## config.mk

```make
export PLATFORM = sky130hd
export DESIGN_NAME = lane_lock_supervisor_flat
export DESIGN_NICKNAME = d
export VERILOG_FILES = /design/src/rtl/lane_sup_pkg.sv /design/src/rtl/lane_lock_supervisor_if.sv /design/src/rtl/sat_counter.sv /design/src/rtl/lane_lock_supervisor.sv /design/src/flat_wrapper.sv
export SDC_FILE = /design/constraint.sdc
export NUM_CORES = 1
export LEC_CHECK = 0
export BUFFER_PORTS_ARGS = -buffer_cell sky130_fd_sc_hd__buf_2
export CAP_MARGIN = 40
export CORE_UTILIZATION = 55
export CTS_BUF_LIST = sky130_fd_sc_hd__clkbuf_8
export DETAILED_ROUTE_END_ITERATION = 8
export HOLD_SLACK_MARGIN = 0.08
export PLACE_DENSITY = 0.84
export SYNTH_ARGS = -nofsm -noshare
export SYNTH_HDL_FRONTEND = slang
export SYNTH_SLANG_ARGS = --single-unit
```

## constraint.sdc

```tcl
create_clock -name i_clock -period 4.15 [get_ports i_clock]
set_clock_uncertainty 0.2 [all_clocks]
set_input_delay 0.83 -clock i_clock [delete_from_list [all_inputs] [get_ports i_clock]]
set_output_delay 0.83 -clock i_clock [all_outputs]
set_load 0.05 [all_outputs]
```

## src/rtl/lane_sup_pkg.sv

```systemverilog
// ---------------------------------------------------------------------------
// lane_sup_pkg
// Shared definitions for the lane lock supervisor: FSM state encoding and the
// default widths/lane count used by the supervisor, its interface and the
// counters it instantiates.
// ---------------------------------------------------------------------------
package lane_sup_pkg;

    localparam int N_LANES_DEF        = 20;
    localparam int NB_TIMER_DEF       = 16;
    localparam int NB_QUAL_DEF        = 8;
    localparam int NB_RESTART_CNT_DEF = 8;

    // The numeric codes are visible on o_state, so they are fixed explicitly.
    typedef enum logic [2:0] {
        ST_IDLE      = 3'd0,
        ST_WAIT_LOCK = 3'd1,
        ST_QUALIFY   = 3'd2,
        ST_LOCKED    = 3'd3,
        ST_RESTART   = 3'd4
    } sup_state_e;

endpackage

```

## src/rtl/lane_lock_supervisor_if.sv

```systemverilog
// ---------------------------------------------------------------------------
// lane_lock_supervisor_if
// Bundles the control, lane-status, register-file and status signals of the
// lane lock supervisor.
//   master : side that drives enable/valid/signal_ok/block_lock and the
//            register-file controls, and observes the status outputs
//   slave  : the supervisor itself
// Signal names keep the i_/o_ direction prefixes as seen from the supervisor.
// ---------------------------------------------------------------------------
interface lane_lock_supervisor_if
    import lane_sup_pkg::*;
#(
    parameter int N_LANES        = N_LANES_DEF,
    parameter int NB_TIMER       = NB_TIMER_DEF,
    parameter int NB_QUAL        = NB_QUAL_DEF,
    parameter int NB_RESTART_CNT = NB_RESTART_CNT_DEF
);

    logic                      i_enable;
    logic                      i_valid;
    logic                      i_signal_ok;
    logic [N_LANES-1:0]        i_block_lock;
    logic [N_LANES-1:0]        i_rf_lane_mask;
    logic [NB_TIMER-1:0]       i_rf_lock_timeout;
    logic [NB_QUAL-1:0]        i_rf_qualify_cycles;
    logic [NB_QUAL-1:0]        i_rf_restart_cycles;
    logic                      i_rf_clear_status;

    logic [N_LANES-1:0]        o_lane_signal_ok;
    logic                      o_all_locked;
    logic                      o_align_enable;
    logic [2:0]                o_state;
    logic [N_LANES-1:0]        o_lost_lock_sticky;
    logic [NB_RESTART_CNT-1:0] o_restart_count;

    modport master (
        output i_enable, i_valid, i_signal_ok, i_block_lock, i_rf_lane_mask,
               i_rf_lock_timeout, i_rf_qualify_cycles, i_rf_restart_cycles,
               i_rf_clear_status,
        input  o_lane_signal_ok, o_all_locked, o_align_enable, o_state,
               o_lost_lock_sticky, o_restart_count
    );

    modport slave (
        input  i_enable, i_valid, i_signal_ok, i_block_lock, i_rf_lane_mask,
               i_rf_lock_timeout, i_rf_qualify_cycles, i_rf_restart_cycles,
               i_rf_clear_status,
        output o_lane_signal_ok, o_all_locked, o_align_enable, o_state,
               o_lost_lock_sticky, o_restart_count
    );

endinterface

```

## src/rtl/sat_counter.sv

```systemverilog
// ---------------------------------------------------------------------------
// sat_counter
// Saturating up-counter with synchronous clear and a terminal-count flag.
// Ports:
//   clock, reset : clock and asynchronous active-high reset
//   clear_i      : return the count to zero (wins over inc_i)
//   inc_i        : advance by one; the count holds at all-ones
//   limit_i      : terminal value
//   done_o       : count has reached or passed limit_i
// ---------------------------------------------------------------------------
module sat_counter #(
    parameter int WIDTH = 8
) (
    input  logic             clock,
    input  logic             reset,
    input  logic             clear_i,
    input  logic             inc_i,
    input  logic [WIDTH-1:0] limit_i,
    output logic             done_o
);

    localparam logic [WIDTH-1:0] ONE = WIDTH'(1);

    logic [WIDTH-1:0] count_q;

    // Count register: clear has priority, increments stop at all-ones.
    always_ff @(posedge clock or posedge reset) begin
        if (reset) begin
            count_q <= '0;
        end else if (clear_i) begin
            count_q <= '0;
        end else if (inc_i && (count_q != '1)) begin
            count_q <= count_q + ONE;
        end
    end

    // ">=" rather than "==" so that lowering the limit mid-count still
    // terminates instead of waiting for a wrap that never comes.
    assign done_o = (count_q >= limit_i);

endmodule

```

## src/rtl/lane_lock_supervisor.sv

```systemverilog
// ---------------------------------------------------------------------------
// lane_lock_supervisor
// Sequences the per-lane block synchronisers of the receive PCS: gates each
// lane's signal_ok, restarts lanes that miss the lock timeout, qualifies a
// stable all-lane lock before enabling alignment, and keeps sticky lost-lock
// status plus a saturating restart counter.
// Ports:
//   i_clock, i_reset : clock, asynchronous active-high reset
//   bus (slave)      : enable/valid/signal_ok, per-lane block_lock,
//                      register-file controls in; lane signal_ok, lock
//                      status, state code, sticky bits, restart count out
// All outputs are registered from the next-state values.
// ---------------------------------------------------------------------------
module lane_lock_supervisor
    import lane_sup_pkg::*;
#(
    parameter int N_LANES        = N_LANES_DEF,
    parameter int NB_TIMER       = NB_TIMER_DEF,
    parameter int NB_QUAL        = NB_QUAL_DEF,
    parameter int NB_RESTART_CNT = NB_RESTART_CNT_DEF
) (
    input  logic                  i_clock,
    input  logic                  i_reset,
    lane_lock_supervisor_if.slave bus
);

    localparam logic [NB_TIMER-1:0]       TIMER_ONE = NB_TIMER'(1);
    localparam logic [NB_QUAL-1:0]        QUAL_ONE  = NB_QUAL'(1);
    localparam logic [NB_RESTART_CNT-1:0] CNT_ONE   = NB_RESTART_CNT'(1);

    sup_state_e                state_q, state_d;
    logic [N_LANES-1:0]        restartLanes_q, restartLanes_d;
    logic [N_LANES-1:0]        laneOk_q, laneOk_d;
    logic                      locked_q, locked_d;
    logic [N_LANES-1:0]        sticky_q, sticky_d;
    logic [NB_RESTART_CNT-1:0] restartCount_q, restartCount_d;

    logic               abort;
    logic               allLk;
    logic [N_LANES-1:0] droppedLanes;
    logic [N_LANES-1:0] stickySet;
    logic               restartEntry;

    logic                timerClr, timerInc, timerDone, timeoutHit;
    logic [NB_TIMER-1:0] timerLimit;
    logic                qualClr, qualInc, qualDone;
    logic                rstClr, rstInc, rstDone;
    logic [NB_QUAL-1:0]  rstLimit;

    assign abort        = !bus.i_enable || !bus.i_signal_ok;
    assign allLk        = &(bus.i_block_lock | bus.i_rf_lane_mask);
    assign droppedLanes = ~bus.i_block_lock & ~bus.i_rf_lane_mask;

    // The counters compare "count >= limit"; the limits are shifted by one
    // so that the timer fires on timer+1 == timeout and restart ends on
    // rst+1 >= max(restart_cycles, 1).
    assign timerLimit = bus.i_rf_lock_timeout - TIMER_ONE;
    assign rstLimit   = (bus.i_rf_restart_cycles == '0) ? '0
                                                        : (bus.i_rf_restart_cycles - QUAL_ONE);
    assign timeoutHit = (bus.i_rf_lock_timeout != '0) && timerDone;

    // Counter controls. The timer survives QUALIFY->WAIT_LOCK so that the
    // timeout bounds the whole acquisition, but restarts after LOCKED or
    // RESTART. It only advances on cycles that stay in WAIT_LOCK.
    always_comb begin
        timerClr = abort || (state_q == ST_IDLE) || (state_q == ST_LOCKED)
                   || (state_q == ST_RESTART);
        timerInc = (state_q == ST_WAIT_LOCK) && bus.i_valid && !allLk && !timeoutHit;
        qualClr  = abort || (state_q != ST_QUALIFY);
        qualInc  = (state_q == ST_QUALIFY) && bus.i_valid && allLk && !qualDone;
        rstClr   = abort || (state_q != ST_RESTART);
        rstInc   = (state_q == ST_RESTART) && bus.i_valid && !rstDone;
    end

    sat_counter #(.WIDTH(NB_TIMER)) u_timer (
        .clock   (i_clock),
        .reset   (i_reset),
        .clear_i (timerClr),
        .inc_i   (timerInc),
        .limit_i (timerLimit),
        .done_o  (timerDone)
    );

    sat_counter #(.WIDTH(NB_QUAL)) u_qual (
        .clock   (i_clock),
        .reset   (i_reset),
        .clear_i (qualClr),
        .inc_i   (qualInc),
        .limit_i (bus.i_rf_qualify_cycles),
        .done_o  (qualDone)
    );

    sat_counter #(.WIDTH(NB_QUAL)) u_rst (
        .clock   (i_clock),
        .reset   (i_reset),
        .clear_i (rstClr),
        .inc_i   (rstInc),
        .limit_i (rstLimit),
        .done_o  (rstDone)
    );

    // State and registered outputs.
    always_ff @(posedge i_clock or posedge i_reset) begin
        if (i_reset) begin
            state_q        <= ST_IDLE;
            restartLanes_q <= '0;
            laneOk_q       <= '0;
            locked_q       <= 1'b0;
            sticky_q       <= '0;
            restartCount_q <= '0;
        end else begin
            state_q        <= state_d;
            restartLanes_q <= restartLanes_d;
            laneOk_q       <= laneOk_d;
            locked_q       <= locked_d;
            sticky_q       <= sticky_d;
            restartCount_q <= restartCount_d;
        end
    end

    // Next state. Abort overrides everything, independent of i_valid; every
    // other transition is evaluated only on valid cycles except leaving IDLE.
    always_comb begin
        state_d        = state_q;
        restartLanes_d = restartLanes_q;
        stickySet      = '0;
        restartEntry   = 1'b0;
        if (abort) begin
            state_d = ST_IDLE;
        end else begin
            case (state_q)
                ST_IDLE: begin
                    state_d = ST_WAIT_LOCK;
                end
                ST_WAIT_LOCK: begin
                    if (bus.i_valid) begin
                        if (allLk) begin
                            state_d = ST_QUALIFY;
                        end else if (timeoutHit) begin
                            state_d        = ST_RESTART;
                            restartLanes_d = droppedLanes;
                            restartEntry   = 1'b1;
                        end
                    end
                end
                ST_QUALIFY: begin
                    if (bus.i_valid) begin
                        if (!allLk) begin
                            state_d = ST_WAIT_LOCK;
                        end else if (qualDone) begin
                            state_d = ST_LOCKED;
                        end
                    end
                end
                ST_LOCKED: begin
                    if (bus.i_valid && !allLk) begin
                        state_d   = ST_WAIT_LOCK;
                        stickySet = droppedLanes;
                    end
                end
                ST_RESTART: begin
                    if (bus.i_valid && rstDone) begin
                        state_d = ST_WAIT_LOCK;
                    end
                end
                default: begin
                    state_d = ST_IDLE;
                end
            endcase
        end
    end

    // Output values for the coming cycle. Clear-status loses to a same-cycle
    // set/increment so no lost-lock or restart event goes unrecorded.
    always_comb begin
        laneOk_d = '0;
        locked_d = 1'b0;
        case (state_d)
            ST_WAIT_LOCK, ST_QUALIFY: laneOk_d = ~bus.i_rf_lane_mask;
            ST_LOCKED: begin
                laneOk_d = ~bus.i_rf_lane_mask;
                locked_d = 1'b1;
            end
            ST_RESTART: laneOk_d = ~bus.i_rf_lane_mask & ~restartLanes_d;
            default:    laneOk_d = '0;
        endcase

        sticky_d = (bus.i_rf_clear_status ? '0 : sticky_q) | stickySet;

        if (restartEntry) begin
            restartCount_d = (restartCount_q == '1) ? restartCount_q
                                                    : (restartCount_q + CNT_ONE);
        end else if (bus.i_rf_clear_status) begin
            restartCount_d = '0;
        end else begin
            restartCount_d = restartCount_q;
        end
    end

    assign bus.o_lane_signal_ok   = laneOk_q;
    assign bus.o_all_locked       = locked_q;
    assign bus.o_align_enable     = locked_q;
    assign bus.o_state            = state_q;
    assign bus.o_lost_lock_sticky = sticky_q;
    assign bus.o_restart_count    = restartCount_q;

endmodule

```

## src/flat_wrapper.sv

```systemverilog
// flat-port wrapper written by rule: the top's interface ports become plain ports
module lane_lock_supervisor_flat import lane_sup_pkg::*;
#(
    parameter int N_LANES        = N_LANES_DEF,
    parameter int NB_TIMER       = NB_TIMER_DEF,
    parameter int NB_QUAL        = NB_QUAL_DEF,
    parameter int NB_RESTART_CNT = NB_RESTART_CNT_DEF
)
  (i_clock, i_reset, bus_i_enable, bus_i_valid, bus_i_signal_ok, bus_i_block_lock, bus_i_rf_lane_mask, bus_i_rf_lock_timeout, bus_i_rf_qualify_cycles, bus_i_rf_restart_cycles, bus_i_rf_clear_status, bus_o_lane_signal_ok, bus_o_all_locked, bus_o_align_enable, bus_o_state, bus_o_lost_lock_sticky, bus_o_restart_count);
  lane_lock_supervisor_if #(.N_LANES(N_LANES), .NB_TIMER(NB_TIMER), .NB_QUAL(NB_QUAL), .NB_RESTART_CNT(NB_RESTART_CNT)) bus_i ();
  input  logic i_clock;
  input  logic i_reset;
  input wire logic [$bits(bus_i.i_enable)-1:0] bus_i_enable;
  input wire logic [$bits(bus_i.i_valid)-1:0] bus_i_valid;
  input wire logic [$bits(bus_i.i_signal_ok)-1:0] bus_i_signal_ok;
  input wire logic [$bits(bus_i.i_block_lock)-1:0] bus_i_block_lock;
  input wire logic [$bits(bus_i.i_rf_lane_mask)-1:0] bus_i_rf_lane_mask;
  input wire logic [$bits(bus_i.i_rf_lock_timeout)-1:0] bus_i_rf_lock_timeout;
  input wire logic [$bits(bus_i.i_rf_qualify_cycles)-1:0] bus_i_rf_qualify_cycles;
  input wire logic [$bits(bus_i.i_rf_restart_cycles)-1:0] bus_i_rf_restart_cycles;
  input wire logic [$bits(bus_i.i_rf_clear_status)-1:0] bus_i_rf_clear_status;
  output wire logic [$bits(bus_i.o_lane_signal_ok)-1:0] bus_o_lane_signal_ok;
  output wire logic [$bits(bus_i.o_all_locked)-1:0] bus_o_all_locked;
  output wire logic [$bits(bus_i.o_align_enable)-1:0] bus_o_align_enable;
  output wire logic [$bits(bus_i.o_state)-1:0] bus_o_state;
  output wire logic [$bits(bus_i.o_lost_lock_sticky)-1:0] bus_o_lost_lock_sticky;
  output wire logic [$bits(bus_i.o_restart_count)-1:0] bus_o_restart_count;
  assign bus_i.i_enable = bus_i_enable;
  assign bus_i.i_valid = bus_i_valid;
  assign bus_i.i_signal_ok = bus_i_signal_ok;
  assign bus_i.i_block_lock = bus_i_block_lock;
  assign bus_i.i_rf_lane_mask = bus_i_rf_lane_mask;
  assign bus_i.i_rf_lock_timeout = bus_i_rf_lock_timeout;
  assign bus_i.i_rf_qualify_cycles = bus_i_rf_qualify_cycles;
  assign bus_i.i_rf_restart_cycles = bus_i_rf_restart_cycles;
  assign bus_i.i_rf_clear_status = bus_i_rf_clear_status;
  assign bus_o_lane_signal_ok = bus_i.o_lane_signal_ok;
  assign bus_o_all_locked = bus_i.o_all_locked;
  assign bus_o_align_enable = bus_i.o_align_enable;
  assign bus_o_state = bus_i.o_state;
  assign bus_o_lost_lock_sticky = bus_i.o_lost_lock_sticky;
  assign bus_o_restart_count = bus_i.o_restart_count;
  lane_lock_supervisor #(.N_LANES(N_LANES), .NB_TIMER(NB_TIMER), .NB_QUAL(NB_QUAL), .NB_RESTART_CNT(NB_RESTART_CNT)) u_core (.i_clock(i_clock), .i_reset(i_reset), .bus(bus_i));
endmodule
```

==> flow_summary.ini <==
[status]
status = finished clean

[worst_setup_path]
crit_fanout = 6
cp_cell_sequence = buf_6 > nor2_4 > nand3_2 > or3_4 > or4_4 > nor3_4 > xnor2_1 > ha_1 > nand4_1 > or3_1 > a221o_1 > nand4b_4 > nand4_1 > buf_6 > and2_1 > nor3_1
end_kind = register
worstPathRequired_ns = 4.22
max_stage_delay_ns = 0.46
critical_path_buf_inv_count = 2
regToRegSetupSlack_ns = 1.28
cp_top_family = simple AND/OR/NAND/NOR gates
start_kind = input pin
critical_path_class = in2reg
slowest_stage = or4_4
cp.arrival_ns = 4.16

[floorplan]
die_height_um = 108
num_io_pins = 131
die_x_um = 108
core_area_mm2 = 0.0109
start_util = 0.568
dieArea_mm2 = 0.0117
placement_rows = 38

[logic_synthesis]
synth-seq-cells = 104
ys.flop_type = dfrtp_1
syn_nets = 786
synthArstFlopShare = 1.00
yosys_warnings = 0
ys_seq_area_frac = 0.419
synthCells = 670
netlist_area_mm2 = 0.00621
synth_edf_count = 0
synth_cell_types = 60
postSynthAreaPerCell_um2 = 9.27

[pwr]
p_per_area_mw_per_mm2 = 271
switching_share = 0.246
power.clock.fraction = 0.390
power_frac_comb = 0.115
seq_power_share = 0.495
power_leakage_nw = 3.75
internal_power_mw = 1.56
p_switching_mw = 0.510
fin_total_pwr_mw = 2.07
peakVddDrop_mv = 0.203

[drt]
ant_nets = 0
drt_iter0_markers = 495
drt-pass1-iter-count = 5
drt-wirelength-per-cell_um = 16.9
vias = 5757
finalWirelength_mm = 16.4
vias_per_cell = 5.95
drcViolationCount = 0

[job]
drv_cap = 0

[sta]
worstMarginPinSlew_ns = 0.842
setup_viol = 0
rsz0062_at_grt = true
fmax_mhz = 245
period_share = 0.985
hold_viol_final = 0
slew-limit-headroom = 0.438
fin_hold_ws_ns = 0.331
period_needed_ns = 4.09
drv_slew = 0

[layout]
drive_gt1_frac = 0.267
fillerInstances = 817
area_delta_synth_final_pct = 23.3
fin_nets = 939
n_antenna_cell = 0
final_cell_mix = buf_2, dfrtp_1, nand2_1
final_common_cell = buf_2

[global_route]
antenna_found_initial = 0
grt_pass1_vias = 5507
grt_pass1_wl_mm = 25.2
grt_max_degree = 63
grt_overflow = 0
track_usage = 0.275

[placement]
place.gp.congestion = 0.909
io_buffers = 130
dp_hpwl_mm = 12.1

[cts]
cts_max_level = 3
clockRootBuffer = clkbuf_8
numCtsBuffers = 9
clkLatencyLatePin_ns = 0.38
cts_tree = yes
cts_buffer_depth = 2
numClockSinks = 104
clk_pin_slew_worst_paths_ns = 0.10

[hold_path]
min_path_type = reg2reg
==> power by group through the flow <==
stage | registers (mW) | clock network (mW) | logic (mW)
after floorplan | 1.07 | 0 | 0.0932
after global placement | 1.04 | 0 | 0.221
after detailed placement | 1.04 | 0 | 0.230
after CTS | 1.02 | 0.809 | 0.231
after global routing | 1.03 | 0.853 | 0.261
final | 1.02 | 0.808 | 0.239
==> layout make-up <==
class / count / area (um^2) / share of cell area
flip-flops and latches: 104 / 2600 / 0.340
multi-input cells: 478 / 3380 / 0.441
clock inverters: 6 / 133 / 0.0173
inverters: 65 / 246 / 0.0322
well taps: 140 / 175 / 0.0229
repair buffers: 165 / 995 / 0.130
clock buffers: 9 / 124 / 0.0162
==> state kept, by name, indices dropped and copies added, names as in the netlist, 3 cells and up <==
register,count
u_core.bus.o_restart_count,8
u_core.bus.o_state,3
u_core.restartLanes_q,20
u_core.u_rst.count_q,8
u_core.u_timer.count_q,16
u_core.u_qual.count_q,8
u_core.bus.o_lane_signal_ok,20
u_core.bus.o_lost_lock_sticky,20
==> what timing repair did <==
action,CTS,global route
pin swaps,0,3
endpoints found under the setup margin,17,41
resized for setup,0,31
buffers inserted,1,6
hold buffers,0,0
gates cloned,0,1
==> cell usage after synthesis, types with 2 or more instances <==
cell type / instances / area (um^2)
and4_4: 2 / 22.5
nor2_1: 64 / 240
or3_1: 9 / 56.3
a31o_2: 3 / 26.3
a21o_1: 2 / 15.0
a31oi_1: 4 / 25.0
buf_2: 5 / 25.0
nand2_1: 65 / 244
or4_1: 4 / 30.0
a211o_1: 3 / 26.3
xor2_1: 15 / 131
or2_2: 2 / 12.5
nor3_1: 16 / 80.1
o32ai_1: 20 / 175
o2111a_1: 2 / 22.5
nand4_1: 15 / 93.8
nor4_4: 2 / 42.5
nand2_2: 2 / 12.5
buf_4: 2 / 15.0
a41o_1: 2 / 20.0
dfrtp_1: 104 / 2600
a211oi_1: 25 / 188
xnor2_1: 16 / 140
ha_1: 38 / 475
o2111ai_1: 3 / 26.3
clkbuf_1: 12 / 45.0
nand3_1: 20 / 100
o21ai_0: 36 / 180
inv_1: 65 / 244
nor4_1: 13 / 81.3
a21oi_1: 21 / 105
buf_6: 4 / 45.0
and3_1: 9 / 56.3
o211ai_1: 3 / 22.5
and2_1: 7 / 43.8
nand2b_1: 5 / 31.3
mux2i_1: 26 / 260
o31ai_1: 2 / 15.0
==> worst paths after layout <==
check | from | to | cells after the start
min in group asynchronous | i_reset | u_core.u_timer.count_q[4] | 2
max in group asynchronous | i_reset | u_core.bus.o_restart_count[5] | 3
worst min register to register | u_core.restartLanes_q[15] | u_core.restartLanes_q[15] | 1
worst max-delay path | bus_i_rf_lock_timeout[2] | u_core.bus.o_restart_count[4] | 16
worst min-delay path | u_core.restartLanes_q[15] | u_core.restartLanes_q[15] | 1
worst max register to register | u_core.u_timer.count_q[13] | u_core.bus.o_restart_count[4] | 9
==> per-layer routing <==
layer	vias up	part of all wire	global-route usage
met5	-	0	0
met4	0	0.023	0.101
met3	38	0.053	0.0446
met2	229	0.51	0.500
met1	2773	0.41	0.325
li1	2717	-	-
==> through the flow <==
step | utilization | instances | setup TNS [ns] | setup WS, ns | instance area, um^2
after floorplan | - | 670 | -0.266 | -0.182 | 6260
after global placement | 0.656 | 943 | -9.46 | -0.295 | 7170
after detailed placement | 0.656 | 943 | -18.74 | -0.477 | 7170
after CTS | 0.680 | 959 | 0 | 0.0114 | 7440
after global routing | 0.700 | 967 | -0.738 | -0.138 | 7650
final | 0.700 | 967 | 0 | 0.0617 | 7650
==> logic make-up (layout without fill, tap and decap cells) <==
logic type / after synthesis / count (layout) / synth area share
and+or+nand+nor: 242 / 242 / 0.196
xor gates and xnor gates: 31 / 31 / 0.0437
buffers and inverters: 88 / 245 / 0.0603
muxes: 28 / 28 / 0.0461
adders and majority gates: 38 / 38 / 0.0766
AOI/OAI and AO/OA: 139 / 139 / 0.158
DFF: 104 / 104 / 0.419
Note: power is estimated with default switching activity, not from simulation.
